[src/rtl/vec_fetch.sv]
// vec_fetch: walks a command list in a single-port RAM (registered read,
// one cycle latency) starting at start_addr and streams each word out
// through a small FIFO with a valid/ready handshake. The word whose opcode
// field (top three bits) equals HALT_OP ends the list and is flagged with
// out_last. Once that word has been consumed, done pulses for one cycle.
//
// Ports:
//   clk, rst_n            clock (rising edge), asynchronous active-low reset
//   start, start_addr     begin a list at start_addr (accepted in IDLE only)
//   abort                 cancel the current list, flush everything queued
//   ram_addr, ram_dout    RAM read address / data returned one cycle later
//   out_valid, out_ready  output handshake; pop on out_valid & out_ready
//   out_data, out_last    head FIFO word and its HALT flag
//   busy, done            not-IDLE indicator, one-cycle completion pulse
module vec_fetch #(
  parameter int         DATA    = 16,
  parameter int         ADDR    = 10,
  parameter int         DEPTH   = 4,
  parameter logic [2:0] HALT_OP = 3'b001
) (
  input  logic            clk,
  input  logic            rst_n,
  input  logic            start,
  input  logic [ADDR-1:0] start_addr,
  input  logic            abort,
  output logic [ADDR-1:0] ram_addr,
  input  logic [DATA-1:0] ram_dout,
  output logic            out_valid,
  input  logic            out_ready,
  output logic [DATA-1:0] out_data,
  output logic            out_last,
  output logic            busy,
  output logic            done
);

  localparam int PW = $clog2(DEPTH);
  localparam int CW = PW + 1;
  localparam logic [CW-1:0] FULL_C  = CW'(DEPTH);
  localparam logic [CW:0]   LIMIT_C = (CW+1)'(DEPTH);

  typedef enum logic [1:0] {IDLE, FETCH, DRAIN} state_t;

  state_t          state_q, state_d;
  logic [ADDR-1:0] addr_q, addr_d;
  logic            pending_q, pending_d;
  logic [CW-1:0]   occ_q, occ_d;
  logic [PW-1:0]   wr_ptr_q, wr_ptr_d;
  logic [PW-1:0]   rd_ptr_q, rd_ptr_d;
  logic            done_q, done_d;

  logic [DATA-1:0] fifo_data_q [DEPTH];
  logic            fifo_last_q [DEPTH];

  logic            kill;
  logic            issue;
  logic            push;
  logic            pop;
  logic            halt_hit;
  logic [CW:0]     credit_used;

  always_comb begin
    kill        = abort && (state_q != IDLE);
    pop         = (occ_q != '0) && out_ready;
    // A returning read is only kept while still fetching: in DRAIN it is
    // the speculative read issued alongside the HALT word and is dropped.
    push        = pending_q && (state_q == FETCH) && !kill;
    halt_hit    = push && (ram_dout[DATA-1 -: 3] == HALT_OP);
    // The in-flight read already owns a FIFO slot, so count it as used.
    credit_used = {1'b0, occ_q} + {{CW{1'b0}}, pending_q};
    issue       = (state_q == FETCH) && !kill && (credit_used < LIMIT_C);
  end

  always_comb begin
    state_d   = state_q;
    addr_d    = addr_q;
    pending_d = issue;
    occ_d     = occ_q;
    wr_ptr_d  = wr_ptr_q;
    rd_ptr_d  = rd_ptr_q;
    done_d    = 1'b0;

    if (issue) begin
      addr_d = addr_q + 1'b1;
    end

    if (kill) begin
      state_d  = IDLE;
      occ_d    = '0;
      wr_ptr_d = '0;
      rd_ptr_d = '0;
    end else begin
      if (push) begin
        wr_ptr_d = wr_ptr_q + 1'b1;
      end
      if (pop) begin
        rd_ptr_d = rd_ptr_q + 1'b1;
      end
      unique case ({push, pop})
        2'b10:   occ_d = occ_q + 1'b1;
        2'b01:   occ_d = occ_q - 1'b1;
        default: occ_d = occ_q;
      endcase

      case (state_q)
        IDLE: begin
          if (start) begin
            addr_d  = start_addr;
            state_d = FETCH;
          end
        end
        FETCH: begin
          if (halt_hit) begin
            state_d = DRAIN;
          end
        end
        DRAIN: begin
          if (pop && fifo_last_q[rd_ptr_q]) begin
            state_d = IDLE;
            done_d  = 1'b1;
          end
        end
        default: state_d = IDLE;
      endcase
    end
  end

  always_ff @(posedge clk or negedge rst_n) begin
    if (!rst_n) begin
      state_q   <= IDLE;
      addr_q    <= '0;
      pending_q <= 1'b0;
      occ_q     <= '0;
      wr_ptr_q  <= '0;
      rd_ptr_q  <= '0;
      done_q    <= 1'b0;
    end else begin
      state_q   <= state_d;
      addr_q    <= addr_d;
      pending_q <= pending_d;
      occ_q     <= occ_d;
      wr_ptr_q  <= wr_ptr_d;
      rd_ptr_q  <= rd_ptr_d;
      done_q    <= done_d;
    end
  end

  // Storage needs no reset: entries are only visible while occupancy > 0.
  always_ff @(posedge clk) begin
    if (push) begin
      fifo_data_q[wr_ptr_q] <= ram_dout;
      fifo_last_q[wr_ptr_q] <= halt_hit;
    end
  end

  assign ram_addr  = addr_q;
  assign out_valid = (occ_q != '0);
  assign out_data  = out_valid ? fifo_data_q[rd_ptr_q] : '0;
  assign out_last  = out_valid && fifo_last_q[rd_ptr_q];
  assign busy      = (state_q != IDLE);
  assign done      = done_q;

  // The credit check must make an overflowing push impossible.
  no_overflow_a: assert property (@(posedge clk) disable iff (!rst_n)
    !(push && (occ_q == FULL_C)));

endmodule

[config.mk]
export PLATFORM = sky130hd
export DESIGN_NAME = vec_fetch
export DESIGN_NICKNAME = d
export VERILOG_FILES = /design/src/rtl/vec_fetch.sv
export SDC_FILE = /design/constraint.sdc
export NUM_CORES = 1
export LEC_CHECK = 0
export BUFFER_PORTS_ARGS = -buffer_cell sky130_fd_sc_hd__buf_2
export CAP_MARGIN = 20
export CELL_PAD_IN_SITES_DETAIL_PLACEMENT = 0
export CELL_PAD_IN_SITES_GLOBAL_PLACEMENT = 1
export CORE_ASPECT_RATIO = 2
export CORE_MARGIN = 8
export CORE_UTILIZATION = 47
export DETAILED_ROUTE_END_ITERATION = 8
export PLACE_DENSITY_LB_ADDON = 0.1
export SETUP_SLACK_MARGIN = 0.1
export SLEW_MARGIN = 20
export SYNTH_ARGS = -nofsm -noshare
export SYNTH_HDL_FRONTEND = slang
export SYNTH_SLANG_ARGS = --single-unit
[constraint.sdc]
create_clock -name clk -period 2.4 [get_ports clk]
set_input_delay 0.24 -clock clk [delete_from_list [all_inputs] [get_ports clk]]
set_output_delay 0.24 -clock clk [all_outputs]
set_load 0.01 [all_outputs]
-- Word level (Yosys, flattened, before mapping)
Memories as Yosys holds them, arrays and structs flattened.
Cells that the tools add are included.
W data, S select, Z words.
- bits in read-only memories: 0
- memories: 2
- flip-flop bits (word level): 21
- latch bits: 0
- output and inout port bits: 30
- bits in writable memories: 68
- word-level logic and storage cells: 62
- bits of input ports: 31
- multipliers: 0
- $add $sub $neg: 6
- div/mod/pow operators: 0
- eq/ne operators: 8
- shift operators: 0
- reduce and logical (&&, ||, !) cells: 17
- magnitude comparators: 1
- multiplexer cells: 21
- bitwise logic cells: 0
- memories (memory ; depth ; bits a word ; rd ports ; clocked after memory_dff ; wr ports ; RTL line ; text):
    fifo_data_q ; 4 ; 16 ; 1 ; 0 ; 1 ; 51 ; logic [DATA-1:0] fifo_data_q [DEPTH];
    fifo_last_q ; 4 ; 1 ; 1 ; 0 ; 1 ; 52 ; logic fifo_last_q [DEPTH];
- operator list (operator ; count):
    $mux W10 ; 4
    $mux W16 ; 1
    $mux W2 ; 8
    $add A10 B1 Y10 const B ; 1
    $logic_and A1 B1 Y1 ; 9
    $ne A3 B3 Y1 const B ; 3
    $pmux W2 S3 ; 1
    $pmux W3 S2 ; 1
    $reduce_bool A2 Y1 ; 3
    $reduce_bool A3 Y1 ; 2
    $mux W1 ; 5
    $add A2 B1 Y2 const B ; 2
    $add A3 B1 Y4 ; 1
    $eq A2 B1 Y1 const B ; 2
    $eq A2 B2 Y1 const B ; 2
    $lt A4 B3 Y1 const B ; 1
    $add A3 B1 Y3 const B ; 1
    $eq A3 B1 Y1 const B ; 1
    $mux W3 ; 1
    $reduce_and A3 Y1 ; 1
    $sub A3 B1 Y3 const B ; 1
    $logic_not A2 Y1 ; 1
    $logic_not A1 Y1 ; 1

-- Longest topological paths before layout
Gate-level depths: netlist of the first run.
- word-level depth: 9
- gate-level depth with buffers: 7
- mapped depth without buffers: 7

-- Worst setup path after synthesis of the first run
Ideal clock, no wire load.
- kind: reg-to-reg
- start point: register occ_q[0]
- end point: register occ_q[2]
- stages on the path, launching flop included: 8
- buffers on the path: 0
- arrival time: 1.873 ns
- library setup time: 0.064 ns
- period minus slack after synthesis: 1.937 ns
- slack: 0.463 ns
- cells stage by stage: dfrtp_1 -> o31a_1 -> nand2b_1 -> inv_1 -> fa_1 -> xnor2_1 -> nor4bb_1 -> a21o_1
- cells in the longest elaborated chain, start to end: 5
- elaborated cells between the ends (all ways): 9
- those cells by class: 2 x add/sub; 2 x eq/ne; 2 x mux; 3 x reduce/logical
- ends and longest elaborated chain (element ; RTL line ; text):
    from (decl) ; 46 ; logic [CW-1:0] occ_q, occ_d;
    from (signal assigned) ; 132 ; occ_q <= '0;
    from (signal assigned) ; 140 ; occ_q <= occ_d;
    parallel branches: the longest is 5 deep, another holds $sub A3 B1 Y3 ; n/a ;
Parallel ways; which one is timed is not known.
A chain may end at the register's enable or synchronous reset.

-- Worst setup path after layout of the first run
- start point: register rd_ptr_q[0]
- end point: output port out_last
- cells in the longest elaborated chain, start to end: 2
- ends and longest elaborated chain (element ; RTL line ; text):
    from (decl) ; 48 ; logic [PW-1:0] rd_ptr_q, rd_ptr_d;
    from (signal assigned) ; 142 ; rd_ptr_q <= rd_ptr_d;
    $mem_v2 Z4 W1 ; n/a ;
    $logic_and A1 B1 Y1 ; 158 ; assign out_last = out_valid && fifo_last_q[rd_ptr_q];
    to (decl) ; 31 ; output logic out_last,
No other way between the ends.

==> results of run 1 <==
## synth_stat cells (5+ instances only)
master,instances
ha_1,5
dfrtp_1,21
mux4_2,17
a21oi_1,10
inv_1,7
edfxtp_1,68
xor2_1,5
nor2b_1,19
nor2_1,21
nand2_1,6
xnor2_1,6
and2_1,5
## layout by cell type (no fill, tap or decap), types with 2 or more instances in the layout
master      count
o21ai_0         4
clkbuf_16       9
nor2b_1        19
nand4_1         4
xor2_1          5
a31oi_1         2
nand3_1         4
inv_6           2
buf_4           7
a21oi_1        10
mux4_2         17
buf_2          60
nand2_1         6
and2_1          5
nor2_1         21
clkinvlp_4      2
edfxtp_1       68
inv_1           7
xnor2_1         6
mux2_2          2
dfrtp_1        21
ha_1            5
## kinds of logic (layout without fill, tap and decap cells)
kind of cell / after synthesis / in the layout / share of synthesized area, %
AOI/OAI and AO/OA: 22 / 22 / 3.54
xor gates and xnor gates: 11 / 11 / 2.57
adders and majority gates: 6 / 6 / 2.20
buffers and inverters: 15 / 91 / 1.80
DFF: 89 / 89 / 68.5
muxes: 20 / 20 / 11.1
and+or+nand+nor: 69 / 69 / 10.3
## critical path: cells and delay by family, from the launching register on
family	cells	cell delay, ps
buf+inv	2	500
flops	1	330
mux	1	580
simple gates	1	160
## routing by layer
layer | vias up | track usage, % | share of wire, %
met1 | 1061 | 16.8 | 43
met2 | 33 | 21.0 | 51
met5 | - | 0 | 0
li1 | 1012 | - | -
met3 | 11 | 4.24 | 4.1
met4 | 0 | 6.59 | 2.0
## through the flow
| stage | hold WS (ps) | instances | total power (uW) | util, % | instance area, sq um |
|---|---|---|---|---|---|
| 3_5_place_dp | 230 | 387 | 3500 | 53.4 | 4180 |
| 2_1_floorplan | -55.6 | 232 | 2960 | - | 3750 |
| 4_1_cts | 107 | 404 | 4770 | 57.0 | 4460 |
| 6_report | 118 | 404 | 4700 | 57.0 | 4460 |
| 3_3_place_gp | 228 | 387 | 3470 | 53.4 | 4180 |
| 5_1_grt | 110 | 404 | 4970 | 57.0 | 4460 |
## power by group
| part | leakage [uW] | total, uW | internal [uW] | switching, uW |
|---|---|---|---|---|
| Sequential | 0.000860 | 1960 | 1800 | 161 |
| Clock | 0.000127 | 1270 | 703 | 564 |
| Combinational | 0.000677 | 1470 | 715 | 756 |
## area by class of cell
type | instances | share of cell area (%)
well taps | 96 | 2.69
repair buffers | 68 | 8.13
flip-flops and latches | 89 | 57.5
inverters | 7 | 0.589
multi-input cells | 128 | 25.0
clock buffers | 10 | 5.13
clock inverters | 6 | 0.925
## path summary, 6_finish.rpt
check | start | endpoint | slack, ps | cells past startpoint
worst min register to register | state_q[0] | done | 560 | 1
min in group asynchronous | rst_n | ram_addr[9] | 390 | 2
worst min-delay path | ram_dout[7] | fifo_data_q[0][7] | 120 | 1
worst max-delay path | rd_ptr_q[0] | out_last | 260 | 4
max in group asynchronous | rst_n | wr_ptr_q[0] | 1680 | 2
worst max register to register | state_q[1] | occ_q[2] | 260 | 7
## what timing repair did
item,in CTS,in global routing
gates resized for setup,0,0
hold buffers,1,0
endpoints found under the hold margin,21,0
## registers in the layout (all words and copies together) (netlist names)
signal	flops
pending_q	1
rd_ptr_q	2
done	1
fifo_last_q	4
occ_q	3
fifo_data_q	64
state_q	2
wr_ptr_q	2
ram_addr	10
==> results_dict.tcl, run 1 <==
set metrics [dict create \
    status "complete, no violations" \
    synth_cells 232 \
    worstMarginPinSlew_ps 645 \
    rsz0062_at_grt "false" \
    netlist.area_leader.share_pct 54.5 \
    cts_setup_buffers 0 \
    diodes 0 \
    p_leak_uw 0.00166 \
    synth_flop_cell "edfxtp_1" \
    async_flop_share_pct 23.6 \
    core-area_sq_um 7830 \
    syn_to_final_growth_pct 19.1 \
    synth_edf_count 68 \
    cts_buffers 9 \
    relSlewSlack_pct 56.9 \
    place_congestion 0.731 \
    slew_viol_final 0 \
    ys_ff_latch 89 \
    pin_count 61 \
    layout-drive-gt1-share_pct 34.1 \
    hold_path.class "primary input to register" \
    yosys.area.top_type "edfxtp_1" \
    first_pass_iters 4 \
    grt_overflow 0 \
    yosys_warnings 0 \
    clock_sinks 89 \
    worstPathCellList "buf_4 > mux4_2 > nor2b_1 > buf_2" \
    grt_max_degree 22 \
    synth.area.top_cells "edfxtp_1, dfrtp_1, mux4_2" \
    hpwlAfterDp_um 4800 \
    fin_skew_ps 7.85 \
    die_x_um 79.1 \
    grt_pass1_vias 2242 \
    antenna_found_initial 0 \
    postRouteAntennaNets 0 \
    start_util_pct 47.9 \
    slowest_stage "mux4_2" \
    critPathCaptureType "primary output" \
    drv_cap 0 \
    setup_tns_ps 0 \
    worst_slack_ps 260 \
    rows 46 \
    drtIter0Drc 161 \
    crit_arrival_ps 1900 \
    dr_total_vias 2117 \
    fin_crit_sh_pct 89.2 \
    worst-setup-path-type "register to primary output" \
    insertion_delay_ps 340 \
    seqCellArea_sq_um 2570 \
    syn_area_sq_um 3750 \
    wl_per_cell_um 17.8 \
    ys_seq_area_share_pct 68.5 \
    nets 340 \
    dieArea_sq_um 11300 \
    synth.avg_cell_area_sq_um 16.1 \
    vdd_drop_max_uv 606 \
    multiInputGateArea_sq_um 1120 \
    power_density_nw_per_um2 1050 \
    wirelength_um 7200 \
    finalHoldViolations 0 \
    cp_data_required_time_ps 2160 \
    drc_errors 0 \
    path_clk_slew_ps 70 \
    grt_pass1_wl_um 11600 \
    cts-root-buf "clkbuf_16" \
    h-tree-depth 3 \
    nFillCells 672 \
    syn_nets 269 \
    die_y_um 142 \
    setup_violations 0 \
    crit_path_max_incr_delay_ps 580 \
    fmax_mhz 467 \
    worst-path-max-fanout 19 \
    io_buffer_count 60 \
    viasPerCell 5.24 \
    critPathLaunchType "register" \
    preCtsSetupSlack_ps 302 \
    period_minus_slack_ps 2140 \
    cts_tree "built" \
    yosysUniqueCellTypes 38 \
    cts.path.max_buffers 2 \
    gr-usage-all-layers_pct 13.6 \
]
Note: power is estimated with default switching activity, not from simulation.
==> inputs of run 2 (changes only) <==
--- a/config.mk
+++ b/config.mk
@@ -10,7 +10,6 @@
 export CELL_PAD_IN_SITES_DETAIL_PLACEMENT = 0
 export CELL_PAD_IN_SITES_GLOBAL_PLACEMENT = 1
 export CORE_ASPECT_RATIO = 2
-export CORE_MARGIN = 8
 export CORE_UTILIZATION = 47
 export DETAILED_ROUTE_END_ITERATION = 8
 export PLACE_DENSITY_LB_ADDON = 0.1
==> results_dict.tcl, run 2 (synthesized netlist as in run 1, its figures left out) <==
set metrics [dict create \
    cts_tree "built" \
    worstMarginPinSlew_ps 660 \
    diodes 0 \
    r2r_end "occ_q[2]" \
    clock_sinks 89 \
    critPathCaptureType "register" \
    final_cell_mix "edfxtp_1, buf_2, nor2_1, dfrtp_1, nor2b_1" \
    worst-path-max-fanout 8 \
    layout-drive-gt1-share_pct 34.2 \
    rows 45 \
    worst-setup-path-type "register to register" \
    postRouteAntennaNets 0 \
    r2r_setup_slack_ps 240 \
    drc_errors 0 \
    wl_per_cell_um 17.1 \
    hpwlAfterDp_um 4700 \
    hold_depth 1 \
    regMostFlops "fifo_data_q" \
    die_x_um 65.1 \
    pin_count 61 \
    insertion_delay_ps 330 \
    antenna_found_initial 0 \
    cp_data_required_time_ps 2680 \
    place_congestion 0.798 \
    hp-start "ram_dout[0]" \
    cts-root-buf "clkbuf_16" \
    wirelength_um 6850 \
    finalHoldViolations 0 \
    critPathLaunchType "register" \
    io_buffer_count 60 \
    cts_buffers 9 \
    syn_to_final_growth_pct 19.3 \
    dr_total_vias 2127 \
    drtIter0Drc 59 \
    hold_path.class "primary input to register" \
    fin_crit_sh_pct 90.0 \
    layout.cells.non_filler 401 \
    die_y_um 128 \
    largest_reg_flops 64 \
    slew_viol_final 0 \
    core-area_sq_um 7660 \
    nets 340 \
    placed_cells 385 \
    cts.path.max_buffers 2 \
    vdd_drop_max_uv 512 \
    rr_worst_depth 7 \
    worstReg2RegStart "state_q[1]" \
    h-tree-depth 3 \
    power_density_nw_per_um2 1040 \
    dieArea_sq_um 8350 \
    relSlewSlack_pct 55.9 \
    start_util_pct 48.9 \
    status "complete, no violations" \
    rsz0062_at_grt "false" \
    period_minus_slack_ps 2160 \
    path_clk_slew_ps 60 \
    final_common_cell "edfxtp_1" \
    grt_overflow 0 \
    gr-usage-all-layers_pct 18.7 \
    holdPathEnd "fifo_data_q[0][0]" \
    setup_violations 0 \
    setup_tns_ps 0 \
    fmax_mhz 463 \
    grt_pass1_vias 2231 \
    fin_skew_ps 2.92 \
    drv_cap 0 \
    grt_max_degree 22 \
    grt_pass1_wl_um 10900 \
    viasPerCell 5.30 \
    first_pass_iters 4 \
    cts_setup_buffers 0 \
    crit_arrival_ps 2440 \
    p_leak_uw 0.00166 \
]
run 2: worst max path at each step:
stage	start	end	cells after the start
2_1_floorplan	occ_q[0]	occ_q[2]	7
3_3_place_gp	state_q[1]	occ_q[2]	7
3_5_place_dp	state_q[1]	occ_q[2]	7
4_1_cts	state_q[1]	occ_q[2]	7
5_1_grt	state_q[1]	occ_q[2]	7
6_report	state_q[1]	occ_q[2]	7
run 2: timing repair:
| action | 4_1_cts | 5_1_grt |
|---|---|---|
| resized for setup | 0 | 1 |
| hold endpoints to repair | 21 | 0 |
| setup endpoints to repair | 0 | 1 |
| hold buffers | 1 | 0 |
run 2: critical path: stages, from the launching register on:
cell and delay [ps]:
dfrtp_1 450, and4bb_2 380, nand2b_1 190, inv_1 80, fa_1 380, xnor2_1 200, nor4bb_2 300, a21o_1 110
run 2: power by group:
group | switching [uW] | internal (uW)
sequential | 164 | 1800
combinational | 729 | 744
clock | 532 | 686
total | 1420 | 3230
run 2: cell type report:
| type | count | area (sq um) |
|---|---|---|
| clock buffer | 9 | 225 |
| clock inverter | 6 | 36.3 |
| fill | 658 | 3190 |
| inverter | 7 | 26.3 |
| multi-input combinational | 128 | 1120 |
| sequential | 89 | 2570 |
| tap | 94 | 118 |
| timing repair buffer | 68 | 375 |
run 2: metal layers:
layer	GRT usage, %	vias to the layer above	wire length, um
li1	-	1018	-
met3	3.91	9	217
met2	34.4	46	4000
met1	19.2	1054	2490
met5	0	-	0
met4	9.59	0	141
run 2: per-stage QoR:
stage / utilization (%) / area [sq um] / total power, uW / hold slack [ps] / setup WS (ps)
4_1_cts: 58.3 / 4460 / 4740 / 104 / 252
2_1_floorplan: - / 3750 / 2960 / -55.6 / 463
6_report: 58.4 / 4470 / 4660 / 118 / 241
5_1_grt: 58.4 / 4470 / 4950 / 114 / 54.0
3_5_place_dp: 54.8 / 4190 / 3500 / 233 / 288
3_3_place_gp: 54.8 / 4190 / 3480 / 236 / 341
